### src/rtl/iob_wishbone_pkg.sv
// Shared definitions for the Wishbone-to-IOb register bridge: FSM encoding
// and default timeout counter sizing.
package iob_wishbone_pkg;

  typedef enum logic [1:0] {
    IDLE  = 2'd0,
    REQ   = 2'd1,
    RESP  = 2'd2,
    DRAIN = 2'd3
  } state_t;

  localparam int TIMEOUT_DEF   = 0;
  localparam int TIMEOUT_W_DEF = 16;

endpackage

### src/rtl/iob_timeout_cnt.sv
// Request timeout counter: cleared between transactions, counts enabled cycles,
// flags the cycle whose increment reaches TIMEOUT (never fires when TIMEOUT is 0).
module iob_timeout_cnt #(
  parameter int TIMEOUT   = 0,
  parameter int TIMEOUT_W = 16
) (
  input  logic clk_i,
  input  logic arst_i,
  input  logic clr_i,
  input  logic en_i,
  output logic done_o
);

  localparam logic [TIMEOUT_W-1:0] LAST = TIMEOUT_W'((TIMEOUT > 0) ? TIMEOUT - 1 : 0);

  logic [TIMEOUT_W-1:0] cnt_q, cnt_d;

  always_comb begin
    cnt_d = cnt_q;
    if (clr_i) begin
      cnt_d = '0;
    end else if (en_i) begin
      cnt_d = cnt_q + TIMEOUT_W'(1);
    end
  end

  always_ff @(posedge clk_i or posedge arst_i) begin
    if (arst_i) begin
      cnt_q <= '0;
    end else begin
      cnt_q <= cnt_d;
    end
  end

  // Fires combinationally so the FSM can leave on the very cycle the limit is hit.
  assign done_o = (TIMEOUT != 0) && en_i && !clr_i && (cnt_q == LAST);

endmodule

### src/rtl/iob_wishbone2iob_reg.sv
// Wishbone slave to IOb master bridge with registered request/response paths,
// optional request timeout and master-abort draining.
module iob_wishbone2iob_reg
  import iob_wishbone_pkg::*;
#(
  parameter int ADDR_W    = 32,
  parameter int DATA_W    = 32,
  parameter int TIMEOUT   = TIMEOUT_DEF,
  parameter int TIMEOUT_W = TIMEOUT_W_DEF
) (
  input  logic                clk_i,
  input  logic                arst_i,
  input  logic [ADDR_W-1:0]   wb_adr_i,
  input  logic [DATA_W/8-1:0] wb_sel_i,
  input  logic                wb_we_i,
  input  logic                wb_cyc_i,
  input  logic                wb_stb_i,
  input  logic [DATA_W-1:0]   wb_dat_i,
  output logic                wb_ack_o,
  output logic                wb_err_o,
  output logic [DATA_W-1:0]   wb_dat_o,
  output logic                valid_o,
  output logic [ADDR_W-1:0]   addr_o,
  output logic [DATA_W-1:0]   wdata_o,
  output logic [DATA_W/8-1:0] wstrb_o,
  input  logic [DATA_W-1:0]   rdata_i,
  input  logic                ready_i,
  input  logic                err_i
);

  state_t              state_q;
  logic                valid_q;
  logic                ack_q;
  logic                err_q;
  logic [DATA_W-1:0]   rdat_q;
  logic [ADDR_W-1:0]   addr_q;
  logic [DATA_W-1:0]   wdata_q;
  logic [DATA_W/8-1:0] wstrb_q;

  logic cnt_clr, cnt_en, cnt_done;

  assign cnt_clr = (state_q == IDLE);
  assign cnt_en  = ((state_q == REQ) || (state_q == DRAIN)) && !ready_i;

  iob_timeout_cnt #(
    .TIMEOUT  (TIMEOUT),
    .TIMEOUT_W(TIMEOUT_W)
  ) u_timeout (
    .clk_i (clk_i),
    .arst_i(arst_i),
    .clr_i (cnt_clr),
    .en_i  (cnt_en),
    .done_o(cnt_done)
  );

  always_ff @(posedge clk_i or posedge arst_i) begin
    if (arst_i) begin
      state_q <= IDLE;
      valid_q <= 1'b0;
      ack_q   <= 1'b0;
      err_q   <= 1'b0;
      rdat_q  <= '0;
      addr_q  <= '0;
      wdata_q <= '0;
      wstrb_q <= '0;
    end else begin
      ack_q <= 1'b0;
      err_q <= 1'b0;
      case (state_q)
        IDLE: begin
          if (wb_cyc_i && wb_stb_i) begin
            addr_q  <= wb_adr_i;
            wdata_q <= wb_dat_i;
            wstrb_q <= wb_we_i ? wb_sel_i : '0;
            valid_q <= 1'b1;
            state_q <= REQ;
          end
        end
        REQ: begin
          if (ready_i) begin
            valid_q <= 1'b0;
            if (wb_cyc_i) begin
              rdat_q  <= rdata_i;
              ack_q   <= !err_i;
              err_q   <= err_i;
              state_q <= RESP;
            end else begin
              // Abort coinciding with the response: nothing left to drain.
              state_q <= IDLE;
            end
          end else if (!wb_cyc_i) begin
            valid_q <= 1'b0;
            state_q <= cnt_done ? IDLE : DRAIN;
          end else if (cnt_done) begin
            valid_q <= 1'b0;
            err_q   <= 1'b1;
            state_q <= RESP;
          end
        end
        RESP: begin
          state_q <= IDLE;
        end
        DRAIN: begin
          if (ready_i || cnt_done) begin
            state_q <= IDLE;
          end
        end
        default: begin
          state_q <= IDLE;
          valid_q <= 1'b0;
        end
      endcase
    end
  end

  assign wb_ack_o = ack_q;
  assign wb_err_o = err_q;
  assign wb_dat_o = rdat_q;
  assign valid_o  = valid_q;
  assign addr_o   = addr_q;
  assign wdata_o  = wdata_q;
  assign wstrb_o  = wstrb_q;

endmodule

### config.mk
export PLATFORM = sky130hd
export DESIGN_NAME = iob_wishbone2iob_reg
export DESIGN_NICKNAME = d
export VERILOG_FILES = /design/src/rtl/iob_wishbone_pkg.sv /design/src/rtl/iob_timeout_cnt.sv /design/src/rtl/iob_wishbone2iob_reg.sv
export SDC_FILE = /design/constraint.sdc
export NUM_CORES = 1
export LEC_CHECK = 0
export BUFFER_PORTS_ARGS = -buffer_cell sky130_fd_sc_hd__buf_2
export CAP_MARGIN = 5
export CORE_UTILIZATION = 34
export CTS_CLUSTER_DIAMETER = 50
export DETAILED_ROUTE_END_ITERATION = 12
export GPL_ROUTABILITY_DRIVEN = 0
export SLEW_MARGIN = 30
export SYNTH_ARGS = -nofsm -noshare
export SYNTH_HDL_FRONTEND = slang
export SYNTH_SLANG_ARGS = --single-unit
### constraint.sdc
create_clock -name clk_i -period 4.3 [get_ports clk_i]
set_input_delay 0.215 -clock clk_i [delete_from_list [all_inputs] [get_ports clk_i]]
set_output_delay 0.215 -clock clk_i [all_outputs]
set_load 0.01 [all_outputs]
## After elaboration in Yosys (flattened, before gate mapping)

Cells that the tools add are included.

- Multiplexer cells: 17
- Reductions and logical operators: 8
- Equal/unequal tests: 6

Operators with widths:

| cell | number |
|---|---|
| $mux W2 | 5 |
| $mux W1 | 9 |
| $reduce_and A3 Y1 | 3 |
| $pmux W2 S4 | 1 |
| $eq A2 B2 Y1 const B | 2 |
| $mux W4 | 1 |
| $ne A3 B3 Y1 const B | 1 |
| $eq A2 B1 Y1 const B | 1 |
| $logic_not A2 Y1 | 1 |
| $ne A2 B1 Y1 const B | 1 |
| $ne A2 B2 Y1 const B | 1 |
| $pmux W1 S2 | 1 |
| $reduce_and A2 Y1 | 1 |
| $reduce_bool A2 Y1 | 1 |
| $logic_and A1 B1 Y1 | 1 |
| $logic_not A1 Y1 | 1 |

- Output and inout bits: 103
- Flip-flop bits (word level): 105
- Logic and storage cells: 39
- Bits of input ports: 107

## Logic depth before layout (Yosys ltp)

Gate-level depths: netlist of run 1.

- Word-level depth: 4
- Gate-level depth with buffers: 5
- Mapped depth without buffers: 3

## Hierarchy

Synthesis of run 1 repeated with hierarchy kept, for this count alone.

- Cells, all modules: 382
- Area, all modules: 4,141.5 um^2

Modules (own cells, without submodules):

| module | cells an instance | times used | sequential area each (um^2) | area each (um^2) |
|---|---|---|---|---|
| iob_wishbone2iob_reg | 380 | 1 | 2,627.5 | 4,130.2 |
| iob_timeout_cnt | 2 | 1 | 0.0 | 11.3 |

## Worst setup path before layout of run 1

Ideal clock, no wire load.

- Kind: flip-flop to flip-flop
- Start: register state_q[0]
- End: register addr_q[0] (netlist: addr_o[0])
- Library setup time: 125 ps
- Path slack: 2,966 ps
- Buffers on the path: 2
- Arrival: 1,209 ps
- Clock period less this slack: 1,334 ps
- Data required time: 4,175 ps
- Stages on the path, launching flop included: 5
- Cell sequence: dfrtp_1 -> nand4bb_1 -> buf_4 -> buf_6 -> mux2_4

- Word-level cells in the longest chain between the ends: 2

Ends and longest elaborated chain:

| element | line | RTL |
|---|---|---|
| start, declared | iob_wishbone2iob_reg.sv:31 | `state_t state_q;` |
| start signal, assigned | iob_wishbone2iob_reg.sv:93 | `state_q <= cnt_done ? IDLE : DRAIN;` |
| $logic_not A2 Y1 | iob_wishbone2iob_reg.sv:69 | `case (state_q)` |
| $reduce_and A2 Y1 (no line) | - |  |
| end signal, assigned | iob_wishbone2iob_reg.sv:72 | `addr_q <= wb_adr_i;` |
| end, declared | iob_wishbone2iob_reg.sv:36 | `logic [ADDR_W-1:0] addr_q;` |

No other way between the ends.
A chain may end at the register's enable or synchronous reset.

## Worst setup path in the final report of run 1

- Start: register state_q[0]
- End: register wdata_q[14] (netlist: wdata_o[14])

- Word-level cells in the longest chain between the ends: 2

Ends and longest elaborated chain:

| element | line | RTL |
|---|---|---|
| $logic_not A2 Y1 | iob_wishbone2iob_reg.sv:69 |  |
| $reduce_and A2 Y1 (no line) | - |  |
| end signal, assigned | iob_wishbone2iob_reg.sv:73 | `wdata_q <= wb_dat_i;` |
| end, declared | iob_wishbone2iob_reg.sv:37 | `logic [DATA_W-1:0] wdata_q;` |

No other way between the ends.

==> flow_summary_export.csv, run 1 <==
group,metric,value,unit
status,status,"complete, but fails checks",
status,violations,"negative hold slack",
clock_tree,ctsHoldBuffers,0,
synth,synth_seq_cells,105,
clock_tree,cts.sinks,105,
timing,hold_viol,38,
clock_tree,cts_root_buffer,"clkbuf_16",
timing,hold_slack,-26.9,ps
detailed_routing,vias,2717,
finish,final_common_cell,"buf_2",
critical_path,path_max_fanout,35,
floorplan,die_w,113,µm
timing,slew_headroom,0.563,
detailed_routing,first_pass_iters,4,
power_and_ir_drop,switching_share,0.291,
synth,syn-num-nets,345,
global_routing,grt_pass1_vias,2726,
clock_tree,path_clk_slew,70,ps
critical_path,worst_setup_path_end_kind,"register",
finish,layout_common_cells,"buf_2, dfrtp_1, mux2_4",
clock_tree,cts_tree,"done",
finish,num_antenna_cells,0,
synth,synth.distinct_cells,17,
power_and_ir_drop,power.density,584,nW/µm²
detailed_routing,routed_wl,9110,µm
power_and_ir_drop,power_frac_seq,0.437,
critical_path,cp-start-kind,"register",
timing,rsz0062_at_grt,"no",
floorplan,die_h,113,µm
power_and_ir_drop,p_clk_frac,0.254,
timing,slew_viol_final,0,
synth,synthesis.area,4220,µm²
placed_design,io_buffers,209,
detailed_routing,drc,0,
synth,ys_seq_area_frac,0.623,
placed_design,dp_hpwl,6640,µm
finish,drive_above_1_share,0.701,
timing,clock_skew,4.66,ps
detailed_routing,drt_iter0_markers,76,
timing,post-route-period-util,0.434,
finish,area.sequential,2630,µm²
clock_tree,cts_resized,0,
finish,area_growth,35.7,%
detailed_routing,postRouteAntennaNets,0,
synth,synthCells,238,
power_and_ir_drop,p_leak,3.09,nW
floorplan,dieArea,12900,µm²
power_and_ir_drop,p_total,0.00334,W
critical_path,critical_path_class,"reg2reg",
synth,synth.avg_cell_area,17.7,µm²
finish,multi_input_area,1490,µm²
timing,setup_tns,0,ps
critical_path,critPathRequiredTime,4530,ps
floorplan,core_area,12100,µm²
clock_tree,cts_setup_buffers,0,
power_and_ir_drop,intPower,0.00237,W
hold_path,hold_class,"in2async",
global_routing,antenna_found_initial,0,
synth,synth_warnings,0,
global_routing,grtUsageTotal,0.145,
timing,min_period,1870,ps
clock_tree,clock_tree.buffer_depth,2,
power_and_ir_drop,p_sw,0.000972,W
power_and_ir_drop,max-vdd-ir-drop,0.320,mV
timing,setup_viol,0,
clock_tree,htreeDepth,3,
run,cap_violations,0,
floorplan,pin_count,210,
detailed_routing,via_per_inst,4.36,
clock_tree,cts_buffers,9,
global_routing,grt_pass1_wl,14300,µm
finish,nets,557,
critical_path,critical_path_arrival,2100,ps
clock_tree,clk_latency,350,ps
finish,n_fill_cell,1103,
global_routing,grt-ovfl-total,0,
timing,fmax,536,MHz
floorplan,start_util,0.350,
timing,tightest_slew,656,ps
power_and_ir_drop,combPwrFrac,0.309,
detailed_routing,drt-wirelength-per-cell,14.6,µm
floorplan,rows,40,
global_routing,grt_max_degree,74,
Yosys cell counts:
cell | count | area, µm²
mux2_1 | 8 | 90.1
buf_6 | 8 | 90.1
nand3_1 | 1 | 5.00
buf_4 | 1 | 7.51
mux2_4 | 70 | 1050
nand4bb_1 | 1 | 11.3
buf_2 | 2 | 10.0
nand2_1 | 8 | 30.0
xor2_1 | 1 | 8.76
nor2_1 | 3 | 11.3
mux2_2 | 18 | 203
dfrtp_1 | 105 | 2630
inv_1 | 3 | 11.3
o21ai_0 | 6 | 30.0
and2b_1 | 1 | 7.51
nand3b_1 | 1 | 7.51
nand3_4 | 1 | 17.5
worst max-delay path: stages (launching register included):
cell       delay (ps)
dfrtp_1           420
nand4bb_4         370
buf_4             530
mux2_2            410
layer usage:
metal	wire (µm)	vias up	track usage
met4	138	0	0.0596
met1	3790	1344	0.178
li1	-	1246	-
met5	0	-	0
met2	4490	116	0.233
met3	689	11	0.0531
cell type report:
cell class              count  area share
clock buffers              10      0.0417
clock inverters             6      0.0129
inverters                   3     0.00284
multi-input cells         119       0.260
flip-flops and latches    105       0.459
well taps                 168      0.0367
repair buffers            212       0.187
final timing paths:
kind                             from     endpoint  slack (ps)  cells past startpoint
setup / recovery           state_q[0]  wdata_o[14]        2430                      3
hold / removal                 arst_i  wdata_o[24]         -30                      2
setup reg to reg           state_q[0]  wdata_o[14]        2430                      3
hold reg to reg            wstrb_o[1]   wstrb_o[1]         480                      2
max in group asynchronous      arst_i   wstrb_o[3]        3430                      3
min in group clk_i              err_i     wb_ack_o          30                      2
through the flow:
| stage | hold slack (ps) | worst slack, ps | std cells | cell area [µm²] | util |
|---|---|---|---|---|---|
| 2_1_floorplan | 281 | 1320 | 238 | 4220 | - |
| 3_3_place_gp | 387 | 2470 | 607 | 5410 | 0.448 |
| 3_5_place_dp | 391 | 2430 | 607 | 5410 | 0.448 |
| 4_1_cts | 8.99 | 2410 | 623 | 5720 | 0.474 |
| 5_1_grt | 24.2 | 2340 | 623 | 5720 | 0.475 |
| 6_report | -26.9 | 2430 | 623 | 5720 | 0.475 |
sequential cells by signal, summed over array words and instances, names as in the netlist:
name,cells
wb_err_o,1
wdata_o,32
state_q,2
wb_ack_o,1
addr_o,32
wb_dat_o,32
wstrb_o,4
valid_o,1
cells by family after synthesis:
logic type      Yosys count  share of synthesized area
flops                   105                      0.623
mux                      96                      0.319
simple gates             16                     0.0214
buf+inv                  14                     0.0282
compound gates            6                    0.00712
xor+xnor                  1                    0.00208
power by group through the flow:
stage          Sequential, W  Clock, W  Combinational [W]
2_1_floorplan        0.00162         0           0.000459
3_3_place_gp         0.00146         0            0.00104
3_5_place_dp         0.00147         0            0.00105
4_1_cts              0.00146  0.000887            0.00105
5_1_grt              0.00150  0.000925            0.00111
6_report             0.00146  0.000850            0.00103
Note: power is estimated with default switching activity, not from simulation.
==> inputs of run 2 (changes only) <==
--- a/config.mk
+++ b/config.mk
@@ -5,6 +5,7 @@
 export SDC_FILE = /design/constraint.sdc
 export NUM_CORES = 1
 export LEC_CHECK = 0
+export ABC_AREA = 1
 export BUFFER_PORTS_ARGS = -buffer_cell sky130_fd_sc_hd__buf_2
 export CAP_MARGIN = 5
 export CORE_UTILIZATION = 34
==> constraint.sdc (replaced) <==
create_clock -name clk_i -period 1.58 [get_ports clk_i]
set_input_delay 0.079 -clock clk_i [delete_from_list [all_inputs] [get_ports clk_i]]
set_output_delay 0.079 -clock clk_i [all_outputs]
set_load 0.01 [all_outputs]
==> run 2 against run 1 <==
  * The run now ends clean
  * Core utilization up 7.5 points
  * Wire length up 20%
  * Worst setup slack lost 2200 ps
  * Worst hold slack better by 51 ps
  * Clock skew increased by 2.2 ps
  * Largest cell class unchanged
==> flow_summary_export.csv, run 2 <==
group,metric,value,unit
synth,synth_edf_count,0,
timing,slew_headroom,0.775,
timing,post-route-period-util,0.873,
floorplan,pin_count,210,
clock_tree,cts_tree,"done",
power_and_ir_drop,p_sw,0.00388,W
detailed_routing,drt-wirelength-per-cell,11.7,µm
timing,min_period,1380,ps
placed_design,dp_hpwl,7030,µm
floorplan,rows,41,
clock_tree,clk_latency,340,ps
clock_tree,path_clk_slew,70,ps
clock_tree,cts_buffers,9,
power_and_ir_drop,power.density,1590,nW/µm²
critical_path,r2r_slack,200,ps
power_and_ir_drop,p_leak,3.92,nW
synth,yosysTopAreaCell,"dfrtp_1",
placed_design,io_buffers,209,
finish,num_antenna_cells,0,
power_and_ir_drop,p_total,0.0111,W
power_and_ir_drop,power_frac_seq,0.412,
critical_path,path_max_fanout,38,
critical_path,critPathRequiredTime,1810,ps
synth,yosysMostFrequentCell,"nand2_1",
synth,synth.distinct_cells,14,
global_routing,grtUsageTotal,0.159,
synth,yosys-top-cells-area,"dfrtp_1, o21ai_2, nand2_1",
critical_path,worst_setup_path_end_kind,"register",
floorplan,die_h,117,µm
clock_tree,htreeDepth,3,
synth,synth_warnings,0,
critical_path,rr_worst_depth,6,
critical_path,rr_endpoint,"wstrb_o[1]",
synth,synthCells,452,
finish,area.sequential,2630,µm²
clock_tree,clock_tree.buffer_depth,2,
floorplan,start_util,0.352,
floorplan,die_w,117,µm
power_and_ir_drop,combPwrFrac,0.382,
synth,synthesis.area,4480,µm²
finish,final_common_cell,"buf_2",
timing,fmax,725,MHz
status,status,"completed",
power_and_ir_drop,p_clk_frac,0.206,
global_routing,antenna_found_initial,0,
synth,synth.avg_cell_area,9.90,µm²
global_routing,grt-ovfl-total,0,
global_routing,grt_pass1_wl,16800,µm
run,cap_violations,0,
clock_tree,cts_resized,0,
clock_tree,cts_setup_buffers,0,
detailed_routing,vias,3873,
timing,hold_viol,0,
synth,synth_seq_cells,105,
detailed_routing,drc,0,
finish,n_fill_cell,1116,
detailed_routing,first_pass_iters,4,
synth,syn-num-nets,559,
critical_path,critical_path_class,"reg2reg",
global_routing,grt.busiest_layer,"met2",
finish,layout_common_cells,"buf_2, nand2_1, dfrtp_1",
floorplan,core_area,12700,µm²
finish,multi_input_area,1250,µm²
global_routing,grt_use_met1,0.182,
floorplan,dieArea,13600,µm²
synth,ys.flop_type,"dfrtp_1",
detailed_routing,via_per_inst,4.13,
hold_path,holdPathStages,3,
timing,rsz0062_at_grt,"no",
power_and_ir_drop,switching_share,0.350,
timing,clock_skew,6.82,ps
detailed_routing,drt_iter0_markers,271,
global_routing,grt_pass1_vias,3715,
synth,synthTopCellsByCount,"nand2_1, dfrtp_1, inv_1, o21ai_2, o21ai_1",
critical_path,critical_path_arrival,1610,ps
global_routing,met2_usage,0.269,
finish,area_growth,56.1,%
detailed_routing,postRouteAntennaNets,0,
clock_tree,cts_root_buffer,"clkbuf_16",
critical_path,cp-start-kind,"register",
power_and_ir_drop,max-vdd-ir-drop,0.652,mV
critical_path,reg2reg_from,"state_q[0]",
hold_path,min_to,"wstrb_o[1]",
clock_tree,cts.sinks,105,
hold_path,hp-start,"wb_sel_i[1]",
global_routing,grt_max_degree,67,
synth,ys_seq_area_frac,0.587,
finish,drive_above_1_share,0.396,
timing,setup_viol,0,
detailed_routing,routed_wl,11000,µm
hold_path,hold_class,"in2reg",
timing,setup_tns,0,ps
synth,synthArstFlopShare,1.00,
global_routing,use_met3,0.0467,
timing,slew_viol_final,0,
finish,nets,867,
power_and_ir_drop,intPower,0.00721,W
synth,synth_top_area_share,0.587,
timing,tightest_slew,338,ps
-- run 2: cell count changes after synthesis, moves of 8 or more --
cell	before	now
buf_6	8	19
inv_1	3	101
mux2_1	8	0
mux2_2	18	0
mux2_4	70	0
nand2_1	8	111
o21ai_1	0	22
o21ai_2	0	68
-- run 2: repair_timing --
action	CTS	global route
endpoints found under the hold margin	206	0
endpoints found under the setup margin	0	0
hold buffers	102	0
-- run 2: cell type report --
type / count / area share
clock buffer: 14 / 0.0392
clock inverter: 2 / 0.00501
inverter: 101 / 0.0548
multi-input combinational: 224 / 0.179
sequential: 105 / 0.376
tap: 172 / 0.0308
timing repair buffer: 319 / 0.315
-- run 2: critical path, cell delays in order (launching register included) --
cell	delay, ps
dfrtp_1	440
nor2_2	190
nand3_4	110
buf_12	180
buf_12	180
nand2_1	90
o21ai_2	50
-- run 2: worst max-delay path by stage --
| stage | start | end | slack [ps] | cells after the start |
|---|---|---|---|---|
| after floorplan | arst_i | addr_o[0] | 240 | 1 |
| after global placement | state_q[0] | addr_o[30] | 250 | 6 |
| after detailed placement | state_q[0] | addr_o[30] | 220 | 6 |
| after CTS | state_q[0] | wstrb_o[1] | 210 | 6 |
| after global routing | state_q[0] | wstrb_o[1] | 120 | 6 |
| final | state_q[0] | wstrb_o[1] | 200 | 6 |
-- run 2: per-stage QoR --
step,hold WS (ps),cells,utilization,setup WS (ps),instance area [µm²]
after CTS,7.95,937,0.549,208,6990
after global routing,24.2,937,0.549,119,6990
after global placement,204,819,0.445,247,5660
after floorplan,145,452,-,241,4480
final,24.0,937,0.549,200,6990
after detailed placement,211,819,0.445,221,5660
-- run 2: kinds of logic after synthesis --
| group | Yosys count | synth area share |
|---|---|---|
| buffers and inverters | 123 | 0.135 |
| AND/OR/NAND/NOR | 121 | 0.106 |
| flip-flops | 105 | 0.587 |
| AO/OA/AOI/OAI | 103 | 0.172 |
-- run 2: per-layer routing --
layer / routed length (µm) / part of all wire / up-vias
li1: - / - / 1972
met1: 4660 / 0.43 / 1723
met2: 5070 / 0.46 / 154
met3: 948 / 0.087 / 24
met4: 272 / 0.025 / 0
met5: 0 / 0 / -
-- run 2: power groups by stage --
stage	clock (W)	sequential (W)	combinational, W
floorplan	0	0.00519	0.00177
global placement	0	0.00456	0.00400
detailed placement	0	0.00460	0.00407
CTS	0.00237	0.00457	0.00426
global route	0.00247	0.00474	0.00473
finish	0.00228	0.00457	0.00423
==> inputs of run 3 (changes only) <==
--- a/config.mk
+++ b/config.mk
@@ -5,7 +5,6 @@
 export SDC_FILE = /design/constraint.sdc
 export NUM_CORES = 1
 export LEC_CHECK = 0
-export ABC_AREA = 1
 export BUFFER_PORTS_ARGS = -buffer_cell sky130_fd_sc_hd__buf_2
 export CAP_MARGIN = 5
 export CORE_UTILIZATION = 34
==> run 3 against run 2 <==
  * First-iteration DRC count shrank 64%
  * Global-route usage grew 1.6 points
  * Worst hold slack worse by 0.72 ps
  * Clock skew barely moved
  * Wire length shrank 1.0%
  * Non-clock buffer count grew 1
  * Clock-buffer cell count fell by 5
  * Critical endpoint is now wb_dat_o[2]
  * Flip-flop and latch count stayed put
  * Total power is 15% lower
==> flow_summary_export.csv, run 3 (synthesis results as in run 1) <==
group,metric,value,unit
clock_tree,htreeDepth,3,
clock_tree,cts_setup_buffers,0,
finish,nets,665,
clock_tree,cts_root_buffer,"clkbuf_16",
critical_path,crit_end,"wb_dat_o[2]",
power_and_ir_drop,p_total,0.00947,W
power_and_ir_drop,p_sw,0.00272,W
timing,setup_tns,0,ps
critical_path,cp_cell_sequence,"and2b_1, nand3_4, buf_4, mux2_1",
power_and_ir_drop,combPwrFrac,0.325,
critical_path,path_depth,4,
clock_tree,clock_tree.buffer_depth,2,
global_routing,grt_max_degree,106,
timing,slew_headroom,0.625,
placed_design,dp_hpwl,6540,µm
detailed_routing,vias,3134,
detailed_routing,postRouteAntennaNets,0,
detailed_routing,via_per_inst,4.29,
timing,setup_viol,0,
detailed_routing,drt_iter0_markers,98,
critical_path,rr_endpoint,"wb_dat_o[2]",
clock_tree,cts_tree,"done",
floorplan,die_h,113,µm
critical_path,reg2reg_from,"state_q[1]",
finish,final_common_cell,"buf_2",
finish,area_growth,62.6,%
critical_path,cp-start-kind,"register",
global_routing,grt-ovfl-total,0,
critical_path,path_buf_inv,1,
critical_path,critPathRequiredTime,1810,ps
hold_path,hold_class,"in2reg",
timing,post-route-period-util,0.930,
finish,drive_above_1_share,0.575,
timing,clock_skew,6.86,ps
critical_path,path_delay_family,"simple AND/OR/NAND/NOR gates",
critical_path,r2r_slack,110,ps
critical_path,critical_path_class,"reg2reg",
timing,hold_slack,23.3,ps
clock_tree,cts_resized,0,
finish,num_antenna_cells,0,
floorplan,start_util,0.350,
floorplan,die_w,113,µm
timing,hold_viol,0,
global_routing,grt_pass1_vias,3424,
finish,layout_common_cells,"buf_2, dfrtp_1, dlygate4sd3_1",
power_and_ir_drop,switching_share,0.287,
global_routing,antenna_found_initial,0,
clock_tree,cts_buffers,9,
power_and_ir_drop,p_clk_frac,0.251,
critical_path,worst_path_largest_cell_delay,390,ps
finish,final_core_util,0.569,
floorplan,core_area,12100,µm²
global_routing,grt_pass1_wl,17100,µm
detailed_routing,drt-wirelength-per-cell,14.8,µm
floorplan,pin_count,210,
detailed_routing,first_pass_iters,4,
floorplan,rows,40,
clock_tree,clk_latency,350,ps
power_and_ir_drop,p_leak,3.56,nW
global_routing,grtUsageTotal,0.174,
clock_tree,path_clk_slew,70,ps
critical_path,cpMaxStageDelayCell,"dfrtp_1",
clock_tree,cts.sinks,105,
power_and_ir_drop,max-vdd-ir-drop,1.14,mV
critical_path,rr_worst_depth,4,
detailed_routing,drc,0,
timing,rsz0062_at_grt,"no",
power_and_ir_drop,intPower,0.00675,W
timing,tightest_slew,563,ps
detailed_routing,routed_wl,10800,µm
status,status,"completed",
critical_path,path_max_fanout,8,
critical_path,worst_setup_path_end_kind,"register",
floorplan,dieArea,12900,µm²
power_and_ir_drop,power.density,1380,nW/µm²
placed_design,io_buffers,209,
critical_path,critical_path_arrival,1700,ps
run,cap_violations,0,
timing,fmax,680,MHz
power_and_ir_drop,power_frac_seq,0.423,
timing,slew_viol_final,0,
critical_path,crit_path_start,"state_q[1]",
timing,min_period,1470,ps
-- run 3: cell count changes in the layout (fill, tap and decap cells not counted), sizes merged, moves of 2 or more --
cell / delta
a21oi: -2
inv: -97
nor2: -4
o21ai: -95
clkinvlp: +2
mux2: +96
nand2: -103
clkbuf: -5
-- run 3: per-stage QoR --
stage / setup slack, ps / instance area [µm²] / instances
detailed placement: 105 / 5510 / 612
floorplan: 241 / 4220 / 238
global placement: 147 / 5510 / 612
global route: 35.8 / 6860 / 731
CTS: 85.8 / 6860 / 731
finish: 110 / 6860 / 731
-- run 3: how the worst min path moves through the flow --
stage	from	end	slack, ps	cells past startpoint
4_1_cts	wb_we_i	wstrb_o[0]	6	3
5_1_grt	wb_we_i	wstrb_o[0]	40	3
3_5_place_dp	err_i	wb_ack_o	260	2
6_report	wb_we_i	wstrb_o[0]	20	3
2_1_floorplan	err_i	wb_ack_o	150	1
3_3_place_gp	err_i	wb_ack_o	260	2
-- run 3: worst min-delay path: cells and delay by family --
family / cells / cell delay, ps
simple gates: 1 / 60
compound gates: 1 / 60
buf+inv: 1 / 120
-- run 3: metal layers --
metal  track usage  up-vias  share of wire
li1              -     1455              -
met1         0.192     1532           0.40
met2         0.316      125           0.53
met3        0.0489       22          0.053
met4        0.0711        0          0.023
met5             0        -              0
-- run 3: area by class of cell --
type,count,area [µm²]
inverter,3,15.0
tap,168,210
multi-input combinational,119,1490
timing repair buffer,320,2200
fill,973,5200
clock buffer,9,225
clock inverter,7,93.8
sequential,105,2630
-- run 3: repair_timing --
| action | in CTS | in global routing |
|---|---|---|
| endpoints found under the hold margin | 208 | 0 |
| hold buffers | 103 | 0 |
| setup endpoints to repair | 0 | 0 |
-- run 3: power by group through the flow --
stage          Combinational, W  Clock (W)  Sequential, W
2_1_floorplan           0.00125          0        0.00442
3_3_place_gp            0.00283          0        0.00400
3_5_place_dp            0.00289          0        0.00402
4_1_cts                 0.00309    0.00247        0.00400
5_1_grt                 0.00331    0.00256        0.00411
6_report                0.00308    0.00238        0.00401
